`config.mk`:
```
export PLATFORM = sky130hd
export DESIGN_NAME = wsmac_pe_flat
export DESIGN_NICKNAME = d
export VERILOG_FILES = /design/src/rtl/pe_pkg.sv /design/src/rtl/wsmac_pe_if.sv /design/src/rtl/mac_wt_bank.sv /design/src/rtl/wsmac_pe.sv /design/src/flat_wrapper.sv
export SDC_FILE = /design/constraint.sdc
export NUM_CORES = 1
export LEC_CHECK = 0
export BUFFER_PORTS_ARGS = -buffer_cell sky130_fd_sc_hd__buf_2
export CAP_MARGIN = 25
export CORE_ASPECT_RATIO = 1.5
export CORE_UTILIZATION = 32
export DETAILED_ROUTE_END_ITERATION = 12
export SLEW_MARGIN = 30
export SYNTH_ARGS = -nofsm -noshare
export SYNTH_HDL_FRONTEND = slang
export SYNTH_SLANG_ARGS = --single-unit
```
`constraint.sdc`:
```
create_clock -name clk -period 6.2 [get_ports clk]
set_input_delay 0 -clock clk [delete_from_list [all_inputs] [get_ports clk]]
set_output_delay 0 -clock clk [all_outputs]
set_load 0.1 [all_outputs]
```
`src/rtl/pe_pkg.sv`:
```
// Shared types and saturating-add helpers for the weight-stationary MAC PE.
package pe_pkg;

    typedef enum logic {
        MODE_UNSIGNED = 1'b0,
        MODE_SIGNED   = 1'b1
    } mac_mode_e;

    localparam int MAX_ACC_W = 64;

    typedef logic [MAX_ACC_W:0] wide_t;

    localparam wide_t W_ONE = wide_t'(1);

    function automatic logic [MAX_ACC_W-1:0] acc_max(
        input logic sgn,
        input int   acc_w
    );
        wide_t lim;
        lim = (W_ONE << (sgn ? acc_w - 1 : acc_w)) - W_ONE;
        return lim[MAX_ACC_W-1:0];
    endfunction

    function automatic logic [MAX_ACC_W-1:0] acc_min(
        input logic sgn,
        input int   acc_w
    );
        return sgn ? ~acc_max(1'b1, acc_w) : '0;
    endfunction

    // Operands arrive already extended to MAX_ACC_W+1 bits; returns {flag, value}.
    function automatic wide_t sat_add(
        input wide_t a,
        input wide_t b,
        input logic  sgn,
        input int    acc_w,
        input logic  sat_en
    );
        wide_t                sum;
        wide_t                hi;
        wide_t                lo;
        logic [MAX_ACC_W-1:0] mn;
        logic                 over;
        logic                 under;
        sum   = a + b;
        hi    = {1'b0, acc_max(sgn, acc_w)};
        mn    = acc_min(sgn, acc_w);
        lo    = {mn[MAX_ACC_W-1], mn};
        over  = sgn ? ($signed(sum) > $signed(hi)) : (sum > hi);
        under = sgn && ($signed(sum) < $signed(lo));
        if (sat_en && over) begin
            return {1'b1, hi[MAX_ACC_W-1:0]};
        end
        if (sat_en && under) begin
            return {1'b1, lo[MAX_ACC_W-1:0]};
        end
        return {1'b0, sum[MAX_ACC_W-1:0]};
    endfunction

endpackage

```
`src/rtl/wsmac_pe_if.sv`:
```
// Sample, result and weight-chain signals of one MAC PE.
interface wsmac_pe_if #(
    parameter int DATA_W = 8,
    parameter int ACC_W  = 32,
    parameter int SEL_W  = 2
);
    logic              load_en;
    logic [DATA_W-1:0] wt_in;
    logic [DATA_W-1:0] wt_out;
    logic              wt_ready;
    logic [SEL_W-1:0]  wt_sel;
    logic              signed_mode;
    logic              in_valid;
    logic [DATA_W-1:0] data_in;
    logic [ACC_W-1:0]  acc_in;
    logic [DATA_W-1:0] data_out;
    logic [ACC_W-1:0]  acc_out;
    logic              out_valid;
    logic              sat_flag;

    modport master (
        output load_en, wt_in, wt_sel, signed_mode,
        output in_valid, data_in, acc_in,
        input  wt_out, wt_ready, data_out,
        input  acc_out, out_valid, sat_flag
    );

    modport slave (
        input  load_en, wt_in, wt_sel, signed_mode,
        input  in_valid, data_in, acc_in,
        output wt_out, wt_ready, data_out,
        output acc_out, out_valid, sat_flag
    );
endinterface

```
`src/rtl/mac_wt_bank.sv`:
```
// Stationary weight register file with daisy-chain load and
// a read mux that returns zero for out-of-range indices.
module mac_wt_bank #(
    parameter int DATA_W = 8,
    parameter int NUM_WT = 4,
    parameter int SEL_W  = 2
) (
    input  logic              clk,
    input  logic              rst,
    input  logic              load_en,
    input  logic [DATA_W-1:0] wt_in,
    output logic [DATA_W-1:0] wt_out,
    output logic              wt_ready,
    input  logic [SEL_W-1:0]  rd_sel,
    output logic [DATA_W-1:0] rd_wt
);
    localparam logic [SEL_W-1:0] LAST = SEL_W'(NUM_WT - 1);
    localparam logic [SEL_W-1:0] INC  = SEL_W'(1);

    logic [DATA_W-1:0] bank [NUM_WT];
    logic [SEL_W-1:0]  load_ptr;

    always_ff @(posedge clk or posedge rst) begin
        if (rst) begin
            load_ptr <= '0;
            wt_ready <= 1'b0;
            wt_out   <= '0;
            for (int i = 0; i < NUM_WT; i++) begin
                bank[i] <= '0;
            end
        end else if (load_en) begin
            wt_out <= wt_in;
            for (int i = 0; i < NUM_WT; i++) begin
                if (load_ptr == SEL_W'(i)) begin
                    bank[i] <= wt_in;
                end
            end
            // Last-entry check first so a single-entry bank still sets ready.
            if (load_ptr == LAST) begin
                load_ptr <= '0;
                wt_ready <= 1'b1;
            end else begin
                load_ptr <= load_ptr + INC;
                if (load_ptr == '0) begin
                    wt_ready <= 1'b0;
                end
            end
        end
    end

    always_comb begin
        rd_wt = '0;
        for (int i = 0; i < NUM_WT; i++) begin
            if (rd_sel == SEL_W'(i)) begin
                rd_wt = bank[i];
            end
        end
    end

endmodule

```
`src/rtl/wsmac_pe.sv`:
```
// Weight-stationary MAC PE: weight bank plus a 2-stage
// multiply / accumulate pipeline with optional saturation.
module wsmac_pe
    import pe_pkg::*;
#(
    parameter int DATA_W   = 8,
    parameter int ACC_W    = 32,
    parameter int NUM_WT   = 4,
    parameter int SATURATE = 1,
    localparam int SEL_W   = (NUM_WT > 1) ? $clog2(NUM_WT) : 1
) (
    input logic       clk,
    input logic       rst,
    wsmac_pe_if.slave pe
);
    localparam int PW = 2 * DATA_W;

    logic [DATA_W-1:0] wt;
    logic              sgn_in;
    logic [PW-1:0]     data_x;
    logic [PW-1:0]     wt_x;
    logic [PW-1:0]     prod;

    logic              s1_valid;
    logic [PW-1:0]     s1_prod;
    logic [ACC_W-1:0]  s1_acc;
    mac_mode_e         s1_mode;
    logic              s1_sgn;

    wide_t             acc_x;
    wide_t             prod_x;
    wide_t             res;
    logic              unused_res;

    logic [DATA_W-1:0] data_q;
    logic [ACC_W-1:0]  acc_q;
    logic              valid_q;
    logic              sat_q;

    mac_wt_bank #(
        .DATA_W (DATA_W),
        .NUM_WT (NUM_WT),
        .SEL_W  (SEL_W)
    ) u_bank (
        .clk      (clk),
        .rst      (rst),
        .load_en  (pe.load_en),
        .wt_in    (pe.wt_in),
        .wt_out   (pe.wt_out),
        .wt_ready (pe.wt_ready),
        .rd_sel   (pe.wt_sel),
        .rd_wt    (wt)
    );

    // Extending both operands to 2*DATA_W makes the low half of one
    // multiplier correct for either signedness.
    assign sgn_in = pe.signed_mode;
    assign data_x = {{DATA_W{sgn_in & pe.data_in[DATA_W-1]}}, pe.data_in};
    assign wt_x   = {{DATA_W{sgn_in & wt[DATA_W-1]}}, wt};
    assign prod   = data_x * wt_x;

    always_ff @(posedge clk or posedge rst) begin
        if (rst) begin
            s1_valid <= 1'b0;
            s1_prod  <= '0;
            s1_acc   <= '0;
            s1_mode  <= MODE_UNSIGNED;
            data_q   <= '0;
        end else if (pe.load_en) begin
            s1_valid <= 1'b0;
            data_q   <= '0;
        end else begin
            data_q   <= pe.data_in;
            s1_valid <= pe.in_valid;
            if (pe.in_valid) begin
                s1_prod <= prod;
                s1_acc  <= pe.acc_in;
                s1_mode <= mac_mode_e'(sgn_in);
            end
        end
    end

    assign s1_sgn = (s1_mode == MODE_SIGNED);

    always_comb begin
        acc_x  = {{(MAX_ACC_W + 1 - ACC_W){s1_sgn & s1_acc[ACC_W-1]}},
                  s1_acc};
        prod_x = {{(MAX_ACC_W + 1 - PW){s1_sgn & s1_prod[PW-1]}},
                  s1_prod};
        res    = sat_add(acc_x, prod_x, s1_sgn, ACC_W, SATURATE != 0);
    end

    assign unused_res = ^res;

    // Stage 2 ignores load_en so an in-flight sample always completes.
    always_ff @(posedge clk or posedge rst) begin
        if (rst) begin
            acc_q   <= '0;
            valid_q <= 1'b0;
            sat_q   <= 1'b0;
        end else begin
            valid_q <= s1_valid;
            if (s1_valid) begin
                acc_q <= res[ACC_W-1:0];
                sat_q <= res[MAX_ACC_W];
            end else begin
                sat_q <= 1'b0;
            end
        end
    end

    assign pe.data_out  = data_q;
    assign pe.acc_out   = acc_q;
    assign pe.out_valid = valid_q;
    assign pe.sat_flag  = sat_q;

endmodule

```
`src/flat_wrapper.sv`:
```
// flat-port wrapper written by rule: the top's interface ports become plain ports
module wsmac_pe_flat import pe_pkg::*;
#(
    parameter int DATA_W   = 8,
    parameter int ACC_W    = 32,
    parameter int NUM_WT   = 4,
    parameter int SATURATE = 1,
    localparam int SEL_W   = (NUM_WT > 1) ? $clog2(NUM_WT) : 1
)
  (clk, rst, pe_load_en, pe_wt_in, pe_wt_sel, pe_signed_mode, pe_in_valid, pe_data_in, pe_acc_in, pe_wt_out, pe_wt_ready, pe_data_out, pe_acc_out, pe_out_valid, pe_sat_flag);
  wsmac_pe_if #(.DATA_W(DATA_W), .ACC_W(ACC_W), .SEL_W(2)) pe_i ();
  input logic clk;
  input logic rst;
  input wire logic [$bits(pe_i.load_en)-1:0] pe_load_en;
  input wire logic [$bits(pe_i.wt_in)-1:0] pe_wt_in;
  input wire logic [$bits(pe_i.wt_sel)-1:0] pe_wt_sel;
  input wire logic [$bits(pe_i.signed_mode)-1:0] pe_signed_mode;
  input wire logic [$bits(pe_i.in_valid)-1:0] pe_in_valid;
  input wire logic [$bits(pe_i.data_in)-1:0] pe_data_in;
  input wire logic [$bits(pe_i.acc_in)-1:0] pe_acc_in;
  output wire logic [$bits(pe_i.wt_out)-1:0] pe_wt_out;
  output wire logic [$bits(pe_i.wt_ready)-1:0] pe_wt_ready;
  output wire logic [$bits(pe_i.data_out)-1:0] pe_data_out;
  output wire logic [$bits(pe_i.acc_out)-1:0] pe_acc_out;
  output wire logic [$bits(pe_i.out_valid)-1:0] pe_out_valid;
  output wire logic [$bits(pe_i.sat_flag)-1:0] pe_sat_flag;
  assign pe_i.load_en = pe_load_en;
  assign pe_i.wt_in = pe_wt_in;
  assign pe_i.wt_sel = pe_wt_sel;
  assign pe_i.signed_mode = pe_signed_mode;
  assign pe_i.in_valid = pe_in_valid;
  assign pe_i.data_in = pe_data_in;
  assign pe_i.acc_in = pe_acc_in;
  assign pe_wt_out = pe_i.wt_out;
  assign pe_wt_ready = pe_i.wt_ready;
  assign pe_data_out = pe_i.data_out;
  assign pe_acc_out = pe_i.acc_out;
  assign pe_out_valid = pe_i.out_valid;
  assign pe_sat_flag = pe_i.sat_flag;
  wsmac_pe #(.DATA_W(DATA_W), .ACC_W(ACC_W), .NUM_WT(NUM_WT), .SATURATE(SATURATE)) u_core (.clk(clk), .rst(rst), .pe(pe_i));
endmodule
```
# == Word level (Yosys, flattened, before mapping) ==
# Cells that the tools add are included.
# totals
out_inout_bits,51
wordCells,64
reg_bits,135
inputBits,55
# op_classes
add_sub_neg,3
reduce_logical,10
shifts,1
n_eq_ne,6
bitwise,5
multipliers,1
n_mux,20
n_lt_le_gt_ge,3
# ops
cell,count
65-bit two-way mux,4
34-bit by 65-bit greater-than comparator with 1-bit output,1
65-bit by 64-bit greater-than comparator with 1-bit output,1
34-bit by 64-bit less-than comparator with 1-bit output,1
64-bit two-way mux,1
1-bit by 32-bit left shift with 64-bit output (first input constant),1
64-bit by 1-bit subtractor with 64-bit output (second input constant),1
8-bit two-way mux,5
33-bit by 17-bit adder with 34-bit output,1
9-bit by 9-bit multiplier with 16-bit output,1
2-bit AND reduction,6
2-bit equality test (second input constant),4
1-bit two-way mux,8
6-bit two-way mux,1
1-bit AND,4
2-bit by 1-bit equality test with 1-bit output (second input constant),2
2-bit zero test,2
2-bit by 1-bit adder with 2-bit output (second input constant),1
2-bit two-way mux,1
2-bit nonzero test,1
1-bit logical AND,1
1-bit NOT,1

# == Logic depth before layout (Yosys ltp) ==
# logic_depth
ltp_word,10
depth_mapped,25
depth_no_buf,24

# == Modules after synthesis ==
# Synthesis repeated with hierarchy kept, for this count alone.
# unflattened
hier_cells,1185
hier_area_um2,10730.3
# modules_own_cells
mod,seq_area_each_um2,n_inst,cells_per_inst,area_each_um2
wsmac_pe,2302.2,1,1073,8862.2
mac_wt_bank,1076.0,1,112,1868.0

# == Worst setup path before layout ==
# Ideal clock, no wire load.
# synth_path
kind,input to register
from,input pe_wt_sel[0]
to,register u_core.s1_prod[15]
path_stages,24
path_buffers,1
setup_slack_ps,510
arrival_ps,5557
required_time_ps,6067
setup_ps,133
path_cell_list,clkbuf_1 > mux4_2 > nand2_1 > or2_2 > fa_1 > fa_1 > inv_1 > fa_1 > fa_1 > inv_1 > fa_1 > inv_1 > ha_1 > inv_1 > nor2_1 > nor2_1 > o21bai_1 > a21oi_1 > o21bai_1 > a21oi_1 > o21bai_1 > a21oi_1 > xnor2_1 > o21ai_0
# synth_between
elab_chain_len,7
word_cells_on_any_way,10
classes_between,mul: 1; eq/ne: 3; mux: 4; bitwise: 1; reduce/logical: 1
# synth_rtl
item,line_no,source
"start, declared",flat_wrapper.sv:16,input wire logic [$bits(pe_i.wt_sel)-1:0] pe_wt_sel;
2-bit zero test,mac_wt_bank.sv:54,if (rd_sel == SEL_W'(i)) begin
8-bit two-way mux (3 in series),mac_wt_bank.sv:54,
8-bit two-way mux (*),mac_wt_bank.sv:54,
1-bit AND,wsmac_pe.sv:59,"assign wt_x = {{DATA_W{sgn_in & wt[DATA_W-1]}}, wt};"
9-bit by 9-bit multiplier with 16-bit output (*),wsmac_pe.sv:60,assign prod = data_x * wt_x;
"end signal, assigned",wsmac_pe.sv:76,s1_prod <= prod;
"end, declared",wsmac_pe.sv:25,logic [PW-1:0] s1_prod;
# Every way passes the cells marked *; elsewhere a longest branch is shown, timed or not.
# A chain may end at the register's enable or synchronous reset.

# == Worst setup path in the final report ==
# layout_path
from,register u_core.u_bank.bank[5] (netlist bit)
to,register u_core.s1_prod[15]
# layout_between
elab_chain_len,2
# layout_rtl
item,line_no,source
"start, declared",mac_wt_bank.sv:20,logic [DATA_W-1:0] bank [NUM_WT];
"start signal, assigned by index",mac_wt_bank.sv:35,bank[i] <= wt_in;
8-bit two-way mux,mac_wt_bank.sv:54,
9-bit by 9-bit multiplier with 16-bit output,wsmac_pe.sv:60,
# Every way passes these cells.

==> run_results.csv <==
group,metric,value,unit
sta,hold_viol,0,
placement,place_ws,0.426,ns
sta,max_slew_margin,0.427,
critical_path,worstPathArrival,6.00,ns
drt,vias,8291,
clocking,ctsLongestPathBuffers,2,
synthesis,synth_largest_area_cell,"dfrtp_1",
clocking,htreeDepth,4,
critical_path,crit_fanout,9,
sta,grt_setup_unrepaired,"false",
layout,n_antenna_cell,0,
sta,setup_violations,0,
floorplan,core-area,31800,sq um
synthesis,syn_nets,1278,
synthesis,synthDistinctLibCells,79,
run_status,outcome,"completed",
synthesis,synthTopCellsByCount,"196 x nand2_1, 135 x dfrtp_1, 99 x inv_1",
placement,place.gp.congestion,0.880,
sta,tightest_slew,0.859,ns
synthesis,synth.yosys.seq_area_share,0.326,
sta,fin_setup_tns,0,ns
global_routing,met3_usage,0.0314,
floorplan,die_h,222,um
critical_path,critical_path.slowest_cell,"mux4_2",
global_routing,grt_pass1_wl,43.7,mm
drt,drc,0,
layout,fin_nets,1407,
critical_path,cp_slowest_stage_delay,0.55,ns
clocking,cts.sinks,135,
sta,timing.final.ws_setup,0.496,ns
floorplan,dieArea,33100,sq um
synthesis,synth-edff-count,0,
global_routing,grt_pass1_vias,8623,
global_routing,grt_overflow,0,
synthesis,synthesis.area,10300,sq um
synthesis,syn_inst,1099,
floorplan,initial_core_util,0.325,
global_routing,antenna_found_initial,0,
synthesis,synthTopCellsByArea,"dfrtp_1 33%, fa_1 12%, ha_1 7.3%",
layout,layout-drive-gt1-share,0.181,
global_routing,met2_usage,0.321,
synthesis,synthAdderAreaFrac,0.198,
synthesis,synth_top_area_frac,0.326,
synthesis,synthSimpleGateAreaFrac,0.183,
floorplan,rows,80,
sta,layout_min_cycle_time,5.70,ns
global_routing,grt_util_met1,0.180,
synthesis,ys_ff_latch,135,
synthesis,synthXorXnorAreaFrac,0.0356,
synthesis,yosysMostFrequentCell,"nand2_1",
job,maxCapViolCount,0,
drt,ant_nets,0,
clocking,clockRootBuffer,"clkbuf_16",
floorplan,die_w,149,um
placement,dp_hpwl,20.7,mm
sta,drv_slew,0,
drt,drt-pass1-iter-count,5,
clocking,numCtsBuffers,17,
critical_path,critPathKind,"register to register",
clocking,tritoncts,"built",
sta,max_freq,175,MHz
synthesis,avgSynthCellArea,9.42,sq um
placement,port_buffers,105,
synthesis,synth_top_family_by_area,"adder cells",
layout,final_design_area_no_fill,12300,sq um
critical_path,crit_chain,"mux4_2 -> and2_1 -> fa_1 -> inv_1 -> fa_1 -> inv_1 -> fa_1 -> fa_1 -> inv_1 -> fa_1 -> inv_1 -> ha_1 -> inv_1 -> nor2_1 -> nor2_1 -> o21bai_1 -> a21oi_1 -> o21bai_1 -> a21oi_1 -> o21bai_1 -> a21oi_1 -> xnor2_1 -> o21ai_0",
placement,placed_cell_area,11200,sq um
synthesis,async_flop_share,1.00,
global_routing,grt-busiest-layer,"met2",
critical_path,worstSetupStartpointType,"register",
clocking,clk_pin_slew,0.07,ns
clocking,clk_latency,0.44,ns
synthesis,synthMuxAreaShare,0.0659,
clocking,cts_setup_buffers,0,
drt,initialDrtViolationCount,309,
floorplan,pin_count,106,
drt,wirelength,26.9,mm
synthesis,synth_compound_area_frac,0.130,
synthesis,synth_top_flop_cell,"dfrtp_1",
drt,wire_per_inst,16.3,um
sta,skew,0.0155,ns
critical_path,cp.required,6.49,ns
synthesis,ys_warn_count,0,
drt,via_per_inst,5.02,
global_routing,grt.total_usage,0.170,
global_routing,grt_max_degree,84,
hold_path,hold_class,"input port to register",
critical_path,end_kind,"register",
sta,min_period_over_period,0.920,
layout,syn2layout_area_growth,18.8,%
-- what timing repair did --
action,in CTS,in global routing
hold buffers,50,0
resized for setup,0,0
setup endpoints to repair,0,0
endpoints found under the hold margin,134,0
-- layout make-up --
cell class                      count  area, sq um
Clock buffer                       17          425
Clock inverter                     14          143
Fill cell                        3230        19500
Inverter                          101          384
Multi-Input combinational cell    808         6340
Sequential cell                   135         3380
Tap cell                          410          513
Timing Repair Buffer              165         1100
-- logic make-up after synthesis --
logic type	Yosys count
AOI/OAI and AO/OA	184
xor gates and xnor gates	42
adders and majority gates	126
buffers and inverters	156
DFF	135
muxes	53
and+or+nand+nor	403
-- metal layers --
metal / wire length, um / vias up
met1: 10200 / 4066
met4: 916 / 0
met2: 14700 / 190
met5: 0 / -
met3: 1110 / 48
li1: - / 3987
-- flip-flops by register name (all words and copies together) (netlist names) --
signal,count
u_core.s1_mode,1
u_core.u_bank.bank,32
u_core.s1_valid,1
u_core.pe.acc_out,32
u_core.pe.out_valid,1
u_core.s1_acc,32
u_core.u_bank.wt_ready,1
u_core.u_bank.load_ptr,2
u_core.u_bank.wt_out,8
u_core.s1_prod,16
u_core.pe.sat_flag,1
u_core.pe.data_out,8
-- layout by cell type, fill, tap and decap left out, types with 4 or more instances in the layout --
| master | synthesis | final |
|---|---|---|
| nand2_1 | 196 | 195 |
| dfrtp_1 | 135 | 135 |
| buf_2 | 9 | 105 |
| inv_1 | 99 | 97 |
| fa_1 | 64 | 64 |
| ha_1 | 60 | 60 |
| nor2_1 | 57 | 57 |
| dlygate4sd3_1 | 0 | 50 |
| mux2_2 | 41 | 41 |
| and2_1 | 41 | 41 |
| o21ai_0 | 36 | 36 |
| a21oi_1 | 35 | 35 |
| xnor2_1 | 30 | 30 |
| nand3_1 | 24 | 24 |
| clkbuf_16 | 0 | 17 |
| a211o_1 | 15 | 15 |
| and3_1 | 13 | 13 |
| a221o_1 | 13 | 13 |
| nor2b_1 | 12 | 12 |
| xor2_1 | 12 | 12 |
| nor3_1 | 11 | 11 |
| o21bai_1 | 9 | 9 |
| buf_4 | 0 | 9 |
| nand4_1 | 8 | 8 |
| or2_2 | 8 | 8 |
| mux4_2 | 8 | 8 |
| a21o_1 | 7 | 7 |
| nor4_1 | 7 | 7 |
| o21ai_1 | 6 | 6 |
| nand2b_1 | 5 | 5 |
| a31oi_1 | 5 | 5 |
| a211oi_1 | 5 | 5 |
| inv_6 | 0 | 5 |
| o21a_1 | 4 | 4 |
| o21ai_2 | 4 | 4 |
| or4_1 | 4 | 4 |
| a22oi_1 | 4 | 4 |
| mux2i_1 | 4 | 4 |
| clkinv_4 | 0 | 4 |
-- stage by stage --
step / utilization / std cells / hold slack (ns)
finish: 0.386 / 1650 / 0.00773
global route: 0.386 / 1650 / 0.0372
CTS: 0.386 / 1650 / 0.0150
detailed placement: 0.353 / 1569 / 0.0828
global placement: 0.353 / 1569 / 0.0718
floorplan: - / 1099 / 0.105
-- worst max-delay path, delay by kind of cell (launching register included) --
kind / cells / cell delay, ns
and+or+nand+nor: 3 / 0.42
DFF: 1 / 0.38
xor gates and xnor gates: 1 / 0.13
AOI/OAI and AO/OA: 7 / 0.97
buffers and inverters: 5 / 0.29
adders and majority gates: 6 / 2.81
muxes: 1 / 0.55
-- worst paths after layout --
check | startpoint | cells after the start | slack, ns | endpoint
max | u_core.u_bank.bank[5] | 23 | 0.50 | u_core.s1_prod[15]
min | pe_load_en | 2 | 0.008 | u_core.pe.data_out[7]
max reg2reg | u_core.u_bank.bank[5] | 23 | 0.50 | u_core.s1_prod[15]
min reg2reg | u_core.s1_prod[5] | 2 | 0.48 | u_core.s1_prod[5]
max in group asynchronous | rst | 4 | 4.94 | u_core.s1_acc[29]
min in group asynchronous | rst | 3 | 0.14 | u_core.s1_acc[2]
Power is left out: the tool's default activity adds up to more than one toggle a clock period on the data nets, which glitch-free logic cannot reach.
